### config.mk
export PLATFORM = sky130hd
export DESIGN_NAME = multicycle_mips
export DESIGN_NICKNAME = d
export VERILOG_FILES = /design/src/rtl/mips_pkg.sv /design/src/rtl/mips_mc_control.sv /design/src/rtl/multicycle_mips.sv
export SDC_FILE = /design/constraint.sdc
export NUM_CORES = 2
export LEC_CHECK = 0
export BUFFER_PORTS_ARGS = -buffer_cell sky130_fd_sc_hd__buf_2
export CAP_MARGIN = 40
export CORE_AREA = 5 5 342 344
export CTS_CLUSTER_SIZE = 12
export DETAILED_ROUTE_END_ITERATION = 8
export DIE_AREA = 0 0 347 349
export PLACE_DENSITY = 0.76
export SLEW_MARGIN = 20
export SYNTH_ARGS = -nofsm -noshare
export SYNTH_HDL_FRONTEND = slang
export SYNTH_SLANG_ARGS = --single-unit
export TNS_END_PERCENT = 10
### constraint.sdc
create_clock -name clk -period 48.4 [get_ports clk]
set_clock_uncertainty 0.05 [all_clocks]
set_input_delay 9.68 -clock clk [delete_from_list [all_inputs] [get_ports clk]]
set_output_delay 9.68 -clock clk [all_outputs]
set_load 0.005 [all_outputs]
### src/rtl/mips_pkg.sv
// Shared definitions for the multi-cycle MIPS core: encodings, FSM states,
// ALU operations and small decode/execute helpers.
package mips_pkg;

  localparam logic [5:0] OP_RTYPE = 6'h00;
  localparam logic [5:0] OP_J     = 6'h02;
  localparam logic [5:0] OP_BEQ   = 6'h04;
  localparam logic [5:0] OP_BNE   = 6'h05;
  localparam logic [5:0] OP_ADDI  = 6'h08;
  localparam logic [5:0] OP_LW    = 6'h23;
  localparam logic [5:0] OP_SW    = 6'h2B;

  localparam logic [5:0] FN_ADD = 6'h20;
  localparam logic [5:0] FN_SUB = 6'h22;
  localparam logic [5:0] FN_AND = 6'h24;
  localparam logic [5:0] FN_OR  = 6'h25;
  localparam logic [5:0] FN_SLT = 6'h2A;

  typedef enum logic [2:0] {
    S_FETCH  = 3'd0,
    S_DECODE = 3'd1,
    S_EXEC   = 3'd2,
    S_MEM    = 3'd3,
    S_WB     = 3'd4,
    S_HALT   = 3'd5
  } state_t;

  typedef enum logic [2:0] {
    ALU_ADD,
    ALU_SUB,
    ALU_AND,
    ALU_OR,
    ALU_SLT
  } alu_op_t;

  function automatic logic [31:0] sext16(input logic [15:0] imm);
    return {{16{imm[15]}}, imm};
  endfunction

  function automatic logic is_legal(input logic [5:0] op, input logic [5:0] funct);
    case (op)
      OP_RTYPE: return funct inside {FN_ADD, FN_SUB, FN_AND, FN_OR, FN_SLT};
      OP_J, OP_BEQ, OP_BNE, OP_ADDI, OP_LW, OP_SW: return 1'b1;
      default: return 1'b0;
    endcase
  endfunction

  function automatic alu_op_t alu_decode(input logic [5:0] op, input logic [5:0] funct);
    if (op != OP_RTYPE) return ALU_ADD;
    case (funct)
      FN_SUB:  return ALU_SUB;
      FN_AND:  return ALU_AND;
      FN_OR:   return ALU_OR;
      FN_SLT:  return ALU_SLT;
      default: return ALU_ADD;
    endcase
  endfunction

  function automatic logic [31:0] alu_exec(input alu_op_t op, input logic [31:0] a,
                                           input logic [31:0] b);
    case (op)
      ALU_SUB: return a - b;
      ALU_AND: return a & b;
      ALU_OR:  return a | b;
      ALU_SLT: return {31'd0, $signed(a) < $signed(b)};
      default: return a + b;
    endcase
  endfunction

endpackage

### src/rtl/mips_mc_control.sv
// Multi-cycle control FSM: sequences FETCH/DECODE/EXEC/MEM/WB/HALT and
// produces the datapath enables and the memory request strobes.
module mips_mc_control
  import mips_pkg::*;
#(
  parameter bit TRAP_ON_ILLEGAL = 1'b1
) (
  input  logic       clk,
  input  logic       rst,
  input  logic [5:0] i_opcode,
  input  logic [5:0] i_funct,
  input  logic       i_mem_ready,
  input  logic       i_branch_cond,
  output state_t     o_state,
  output logic       o_mem_req,
  output logic       o_mem_we,
  output logic       o_ir_we,
  output logic       o_pc_inc,
  output logic       o_pc_jump,
  output logic       o_pc_branch,
  output logic       o_decode_we,
  output logic       o_exec_we,
  output logic       o_mdr_we,
  output logic       o_rf_we,
  output logic       o_retire
);

  state_t r_state;
  state_t w_state_next;
  logic   w_legal;
  logic   w_is_branch;
  logic   w_is_ldst;

  assign w_legal     = is_legal(i_opcode, i_funct);
  assign w_is_branch = (i_opcode == OP_BEQ) || (i_opcode == OP_BNE);
  assign w_is_ldst   = (i_opcode == OP_LW) || (i_opcode == OP_SW);
  assign o_state     = r_state;

  always_ff @(posedge clk or posedge rst) begin
    if (rst) r_state <= S_FETCH;
    else     r_state <= w_state_next;
  end

  always_comb begin
    w_state_next = r_state;
    case (r_state)
      S_FETCH:  if (i_mem_ready) w_state_next = S_DECODE;
      S_DECODE: begin
        if (i_opcode == OP_J)  w_state_next = S_FETCH;
        else if (!w_legal)     w_state_next = TRAP_ON_ILLEGAL ? S_HALT : S_FETCH;
        else                   w_state_next = S_EXEC;
      end
      S_EXEC: begin
        if (w_is_ldst)        w_state_next = S_MEM;
        else if (w_is_branch) w_state_next = S_FETCH;
        else                  w_state_next = S_WB;
      end
      S_MEM:    if (i_mem_ready) w_state_next = (i_opcode == OP_SW) ? S_FETCH : S_WB;
      S_WB:     w_state_next = S_FETCH;
      S_HALT:   w_state_next = S_HALT;
      default:  w_state_next = S_FETCH;
    endcase
  end

  // Request strobes are gated by rst so an in-flight access drops at once.
  always_comb begin
    o_mem_req   = 1'b0;
    o_mem_we    = 1'b0;
    o_ir_we     = 1'b0;
    o_pc_inc    = 1'b0;
    o_pc_jump   = 1'b0;
    o_pc_branch = 1'b0;
    o_decode_we = 1'b0;
    o_exec_we   = 1'b0;
    o_mdr_we    = 1'b0;
    o_rf_we     = 1'b0;
    o_retire    = 1'b0;
    case (r_state)
      S_FETCH: begin
        o_mem_req = !rst;
        o_ir_we   = i_mem_ready;
        o_pc_inc  = i_mem_ready;
      end
      S_DECODE: begin
        o_decode_we = 1'b1;
        if (i_opcode == OP_J) begin
          o_pc_jump = 1'b1;
          o_retire  = 1'b1;
        end else if (!w_legal && !TRAP_ON_ILLEGAL) begin
          o_retire = 1'b1;
        end
      end
      S_EXEC: begin
        if (w_is_branch) begin
          o_pc_branch = i_branch_cond;
          o_retire    = 1'b1;
        end else begin
          o_exec_we = 1'b1;
        end
      end
      S_MEM: begin
        o_mem_req = !rst;
        o_mem_we  = !rst && (i_opcode == OP_SW);
        if (i_mem_ready) begin
          o_mdr_we = (i_opcode == OP_LW);
          o_retire = (i_opcode == OP_SW);
        end
      end
      S_WB: begin
        o_rf_we  = 1'b1;
        o_retire = 1'b1;
      end
      default: ;
    endcase
  end

endmodule

### src/rtl/multicycle_mips.sv
// Multi-cycle MIPS core top: datapath registers, register file and ALU around
// the control FSM, sharing one request/ready memory port for fetch and data.
module multicycle_mips
  import mips_pkg::*;
#(
  parameter logic [31:0] RESET_PC        = 32'h0000_0000,
  parameter int          MEM_AW          = 32,
  parameter bit          TRAP_ON_ILLEGAL = 1'b1
) (
  input  logic              clk,
  input  logic              rst,
  output logic              mem_req,
  output logic              mem_we,
  output logic [MEM_AW-1:0] mem_addr,
  output logic [31:0]       mem_wdata,
  input  logic [31:0]       mem_rdata,
  input  logic              mem_ready,
  output logic [31:0]       pc,
  output logic [2:0]        state,
  output logic              instr_retired,
  output logic              halted
);

  logic [31:0] r_pc, r_ir, r_mdr, r_a, r_b, r_aluout;
  logic [31:0] r_rf [32];
  logic        r_retired;

  state_t      w_state;
  logic        w_ir_we, w_pc_inc, w_pc_jump, w_pc_branch, w_decode_we, w_exec_we;
  logic        w_mdr_we, w_rf_we, w_retire, w_branch_cond;
  logic [5:0]  w_opcode, w_funct;
  logic [4:0]  w_rs, w_rt, w_rd, w_wb_addr;
  logic [31:0] w_imm_ext, w_alu_b, w_alu_result, w_wb_data, w_addr_full;

  assign w_opcode  = r_ir[31:26];
  assign w_rs      = r_ir[25:21];
  assign w_rt      = r_ir[20:16];
  assign w_rd      = r_ir[15:11];
  assign w_funct   = r_ir[5:0];
  assign w_imm_ext = sext16(r_ir[15:0]);

  assign w_alu_b       = (w_opcode == OP_RTYPE) ? r_b : w_imm_ext;
  assign w_alu_result  = alu_exec(alu_decode(w_opcode, w_funct), r_a, w_alu_b);
  assign w_branch_cond = (w_opcode == OP_BNE) ? (r_a != r_b) : (r_a == r_b);
  assign w_wb_addr     = (w_opcode == OP_RTYPE) ? w_rd : w_rt;
  assign w_wb_data     = (w_opcode == OP_LW) ? r_mdr : r_aluout;
  assign w_addr_full   = (w_state == S_MEM) ? r_aluout : r_pc;

  mips_mc_control #(
    .TRAP_ON_ILLEGAL(TRAP_ON_ILLEGAL)
  ) u_control (
    .clk          (clk),
    .rst          (rst),
    .i_opcode     (w_opcode),
    .i_funct      (w_funct),
    .i_mem_ready  (mem_ready),
    .i_branch_cond(w_branch_cond),
    .o_state      (w_state),
    .o_mem_req    (mem_req),
    .o_mem_we     (mem_we),
    .o_ir_we      (w_ir_we),
    .o_pc_inc     (w_pc_inc),
    .o_pc_jump    (w_pc_jump),
    .o_pc_branch  (w_pc_branch),
    .o_decode_we  (w_decode_we),
    .o_exec_we    (w_exec_we),
    .o_mdr_we     (w_mdr_we),
    .o_rf_we      (w_rf_we),
    .o_retire     (w_retire)
  );

  always_ff @(posedge clk or posedge rst) begin
    if (rst) begin
      r_pc      <= RESET_PC;
      r_ir      <= '0;
      r_mdr     <= '0;
      r_a       <= '0;
      r_b       <= '0;
      r_aluout  <= '0;
      r_retired <= 1'b0;
    end else begin
      r_retired <= w_retire;
      if (w_ir_we) r_ir <= mem_rdata;
      if (w_mdr_we) r_mdr <= mem_rdata;
      if (w_pc_inc)         r_pc <= r_pc + 32'd4;
      else if (w_pc_jump)   r_pc <= {r_pc[31:28], r_ir[25:0], 2'b00};
      else if (w_pc_branch) r_pc <= r_aluout;
      // DECODE precomputes the branch target so EXEC only has to compare.
      if (w_decode_we) begin
        r_a      <= r_rf[w_rs];
        r_b      <= r_rf[w_rt];
        r_aluout <= r_pc + (w_imm_ext << 2);
      end else if (w_exec_we) begin
        r_aluout <= w_alu_result;
      end
    end
  end

  always_ff @(posedge clk or posedge rst) begin
    if (rst) begin
      for (int i = 0; i < 32; i++) r_rf[i] <= '0;
    end else if (w_rf_we && (w_wb_addr != 5'd0)) begin
      r_rf[w_wb_addr] <= w_wb_data;
    end
  end

  assign mem_addr      = w_addr_full[MEM_AW-1:0];
  assign mem_wdata     = r_b;
  assign pc            = r_pc;
  assign state         = w_state;
  assign instr_retired = r_retired;
  assign halted        = (w_state == S_HALT);

endmodule
==> metrics.yaml <==
status:
  status: "completed"
floorplan:
  num_rows: 124
  die_w_um: 347
  io_pins: 138
  fp.coreArea_mm2: 0.1136
  die_area_mm2: 0.1211
  start_util_pct: 59.36
  die_h_um: 349
placed_design:
  post-place-ws_ns: 28.47
  port_buffers: 137
  gp_congestion: 0.9980
  dpl.cell_count: 7462
  dp_hpwl_um: 145400
clocking:
  cts_tree: "yes"
  cts_buffers: 132
  cts-resized-gates: 0
  ctsHoldBuffers: 0
  clockRootBuffer: "clkbuf_16"
  post_cts_buffers: 0
  h-tree-depth: 4
  clockBufferDepth: 3
  cts.clk_slew.worst_paths_ns: 0.06
  worst_skew_pair.late_latency_ns: 0.77
  cts_num_sinks: 1220
finish:
  drive_above_1_share_pct: 20.48
  nets: 6262
  fin_util_pct: 65.61
  fin_cells: 7689
  area_growth_pct: 10.52
job:
  cap_violations: 0
grt:
  grt_pass1_wl_um: 342000
  antenna_found_initial: 4
  grt_max_degree: 183
  grt.total_usage_pct: 37.71
  first_global_vias: 54060
  grt_overflow: 0
critical_path:
  r2r_start: "r_ir[30]"
  endpoint_kind: "output port"
  reg2regPathDepth: 16
  required_ns: 38.67
  critical_path_class: "in2out"
  rrSetupSlack_ns: 42.84
  arrival_ns: 10.18
  r2r_end: "r_aluout[21]"
  cp_max_fo: 3
  worstSetupStartpointType: "input pin"
synthesis:
  ys_types: 74
  ys_seq_elements: 1220
  ys.flop_type: "dfrtp_1"
  postSynth.asyncResetShare_pct: 100.0
  netlist_instances: 6235
  synth_top_area_cell: "dfrtp_1"
  mappedNetlistArea_mm2: 0.06742
  synth_nets: 6400
  avgSynthCellArea_um2: 10.81
  synth-edff-count: 0
  synth.top_cell.area_share_pct: 45.28
  yosysWarningCount: 0
  ys_seq_area_share_pct: 45.28
  synth_area_leaders: "dfrtp_1, mux4_2, o21ai_0, nand2_1, a21oi_1"
route:
  highest_layer: "met4"
  drt-met1-wl_um: 82260
  via_per_inst: 6.999
  wl_met3_um: 27840
  met2_length_um: 102200
  ant_nets: 0
  drt_pass1_iterations: 7
  wl_per_cell_um: 29.82
  num_vias: 53810
  drt_wl_total_um: 229300
  drtIter0Drc: 7180
  drc: 0
pwr:
  powerDensity_mw_per_mm2: 68.09
  ir_worst_vdd_v: 0.00004057
  p_leak_nw: 32.67
min_path:
  holdPathStages: 0
  hp-class: "reg2reg"
  worstHoldStart: "r_rf[1002]"
  min_delay_worst_endpoint: "r_rf[1002]"
timing:
  fmax_mhz: 50.21
  tightest_slew_ns: 1.040
  layout_min_cycle_time_ns: 19.92
  setup_violations: 0
  timing.final.crit_share_pct: 41.15
  final_hold_viol_count: 0
  timing.hold.ws_ns: 0.3420
  setup_tns_ns: 0
  setup_ws_ns: 28.49
  max_slew_margin_pct: 30.69
  drv_slew: 0
  rsz0062_at_grt: "no"
## worst max-delay path, cell delays in order
cell and delay, ns:
buf_2 0.15, nor3_1 0.20, buf_2 0.16
## final cells by class
type | count | area [µm²]
Clock buffer | 192 | 3834
Inverter | 118 | 450.4
Sequential cell | 1220 | 30570
Fill cell | 8191 | 39060
Clock inverter | 21 | 240.2
Tap cell | 1512 | 1892
Antenna cell | 1 | 2.502
Timing Repair Buffer | 303 | 2980
Multi-Input combinational cell | 4322 | 34540
## placed cells by master, fill, tap and decap left out, types with 17 or more instances in the layout
cell,n
buf_16,41
a211oi_1,31
nand2b_1,17
dfrtp_1,1209
inv_1,117
nand2_4,21
clkbuf_1,34
o21ai_0,799
nand3_1,39
nor4_1,20
mux2_2,34
xor2_1,55
o22ai_1,18
nor2_1,469
a21oi_1,467
clkbuf_16,136
mux2i_2,31
buf_4,103
clkbuf_8,22
a21o_1,42
nor3_1,36
mux4_2,640
buf_12,17
buf_2,137
nand2_1,1034
a31oi_1,18
a221oi_1,19
ha_1,127
xnor2_1,38
and3_1,20
mux2i_1,80
o21bai_1,21
## layer usage
| layer | vias up | GRT usage, % |
|---|---|---|
| met4 | 0 | 22.71 |
| met3 | 958 | 10.94 |
| met2 | 3682 | 56.47 |
| met1 | 26930 | 49.49 |
| met5 | - | 0 |
| li1 | 22240 | - |
## cell families (layout without fill, tap and decap cells)
group / Yosys count / after routing / share of synthesized area [%]
AO/OA/AOI/OAI: 1551 / 1551 / 12.75
other: 0 / 1 / 0
XOR/XNOR: 93 / 93 / 1.208
multiplexers: 786 / 786 / 23.61
AND/OR/NAND/NOR: 1762 / 1762 / 10.71
buffers and inverters: 693 / 634 / 3.994
flip-flops: 1220 / 1220 / 45.28
adder cells (fa/ha/maj): 130 / 130 / 2.446
## synth_stat cells, types with 7 or more instances
cell and n:
o21ai_0 799, o22ai_1 18, or2_2 11, nor3_1 37, and3_1 22, xnor2_1 38, o211ai_1 16, xor2_1 55
dfrtp_1 1220, clkbuf_1 430, nor4_1 21, and2_1 13, nor2b_1 16, nor2_1 470, nand2b_1 17, mux2i_1 112
o21bai_1 21, o21a_1 11, a21oi_1 468, nor2_2 7, a211oi_1 31, a21o_1 42, a31oi_1 18, buf_1 72
nand4_1 12, a211o_1 10, or3_1 15, nand3_1 40, inv_1 118, o221ai_1 12, mux2_2 34, a22oi_1 7
mux4_2 640, nand2_1 1055, o31ai_1 11, buf_2 73, ha_1 127, a221oi_1 19
## stage by stage
| stage | area [µm²] | total power [mW] |
|---|---|---|
| after CTS | 74170 | 5.002 |
| after floorplan | 67420 | 3.247 |
| after global placement | 69010 | 3.903 |
| after global routing | 74510 | 5.313 |
| final | 74510 | 5.073 |
| after detailed placement | 70100 | 4.010 |
## report_power, final
part           leakage (nW)  switching (mW)  internal, mW
logic                  14.3            1.30          1.04
registers              16.4           0.406          1.34
clock network          2.00           0.417         0.567
total                  32.7            2.12          2.95
## how the worst max path moves through the flow
stage / start / to / slack, ns
6_report: rst / mem_req / 28.49
5_1_grt: rst / mem_req / 28.46
4_1_cts: rst / mem_req / 28.47
3_5_place_dp: rst / mem_req / 28.47
3_3_place_gp: rst / mem_req / 28.50
2_1_floorplan: rst / instr_retired / 4.30
## state kept, by name, summed over array words and instances (netlist names)
name / flops
pc: 32
mem_wdata: 32
r_a: 32
r_ir: 32
instr_retired: 1
u_control.o_state: 3
r_mdr: 32
r_aluout: 32
r_rf: 1024
Note: power is estimated with default switching activity, not from simulation.
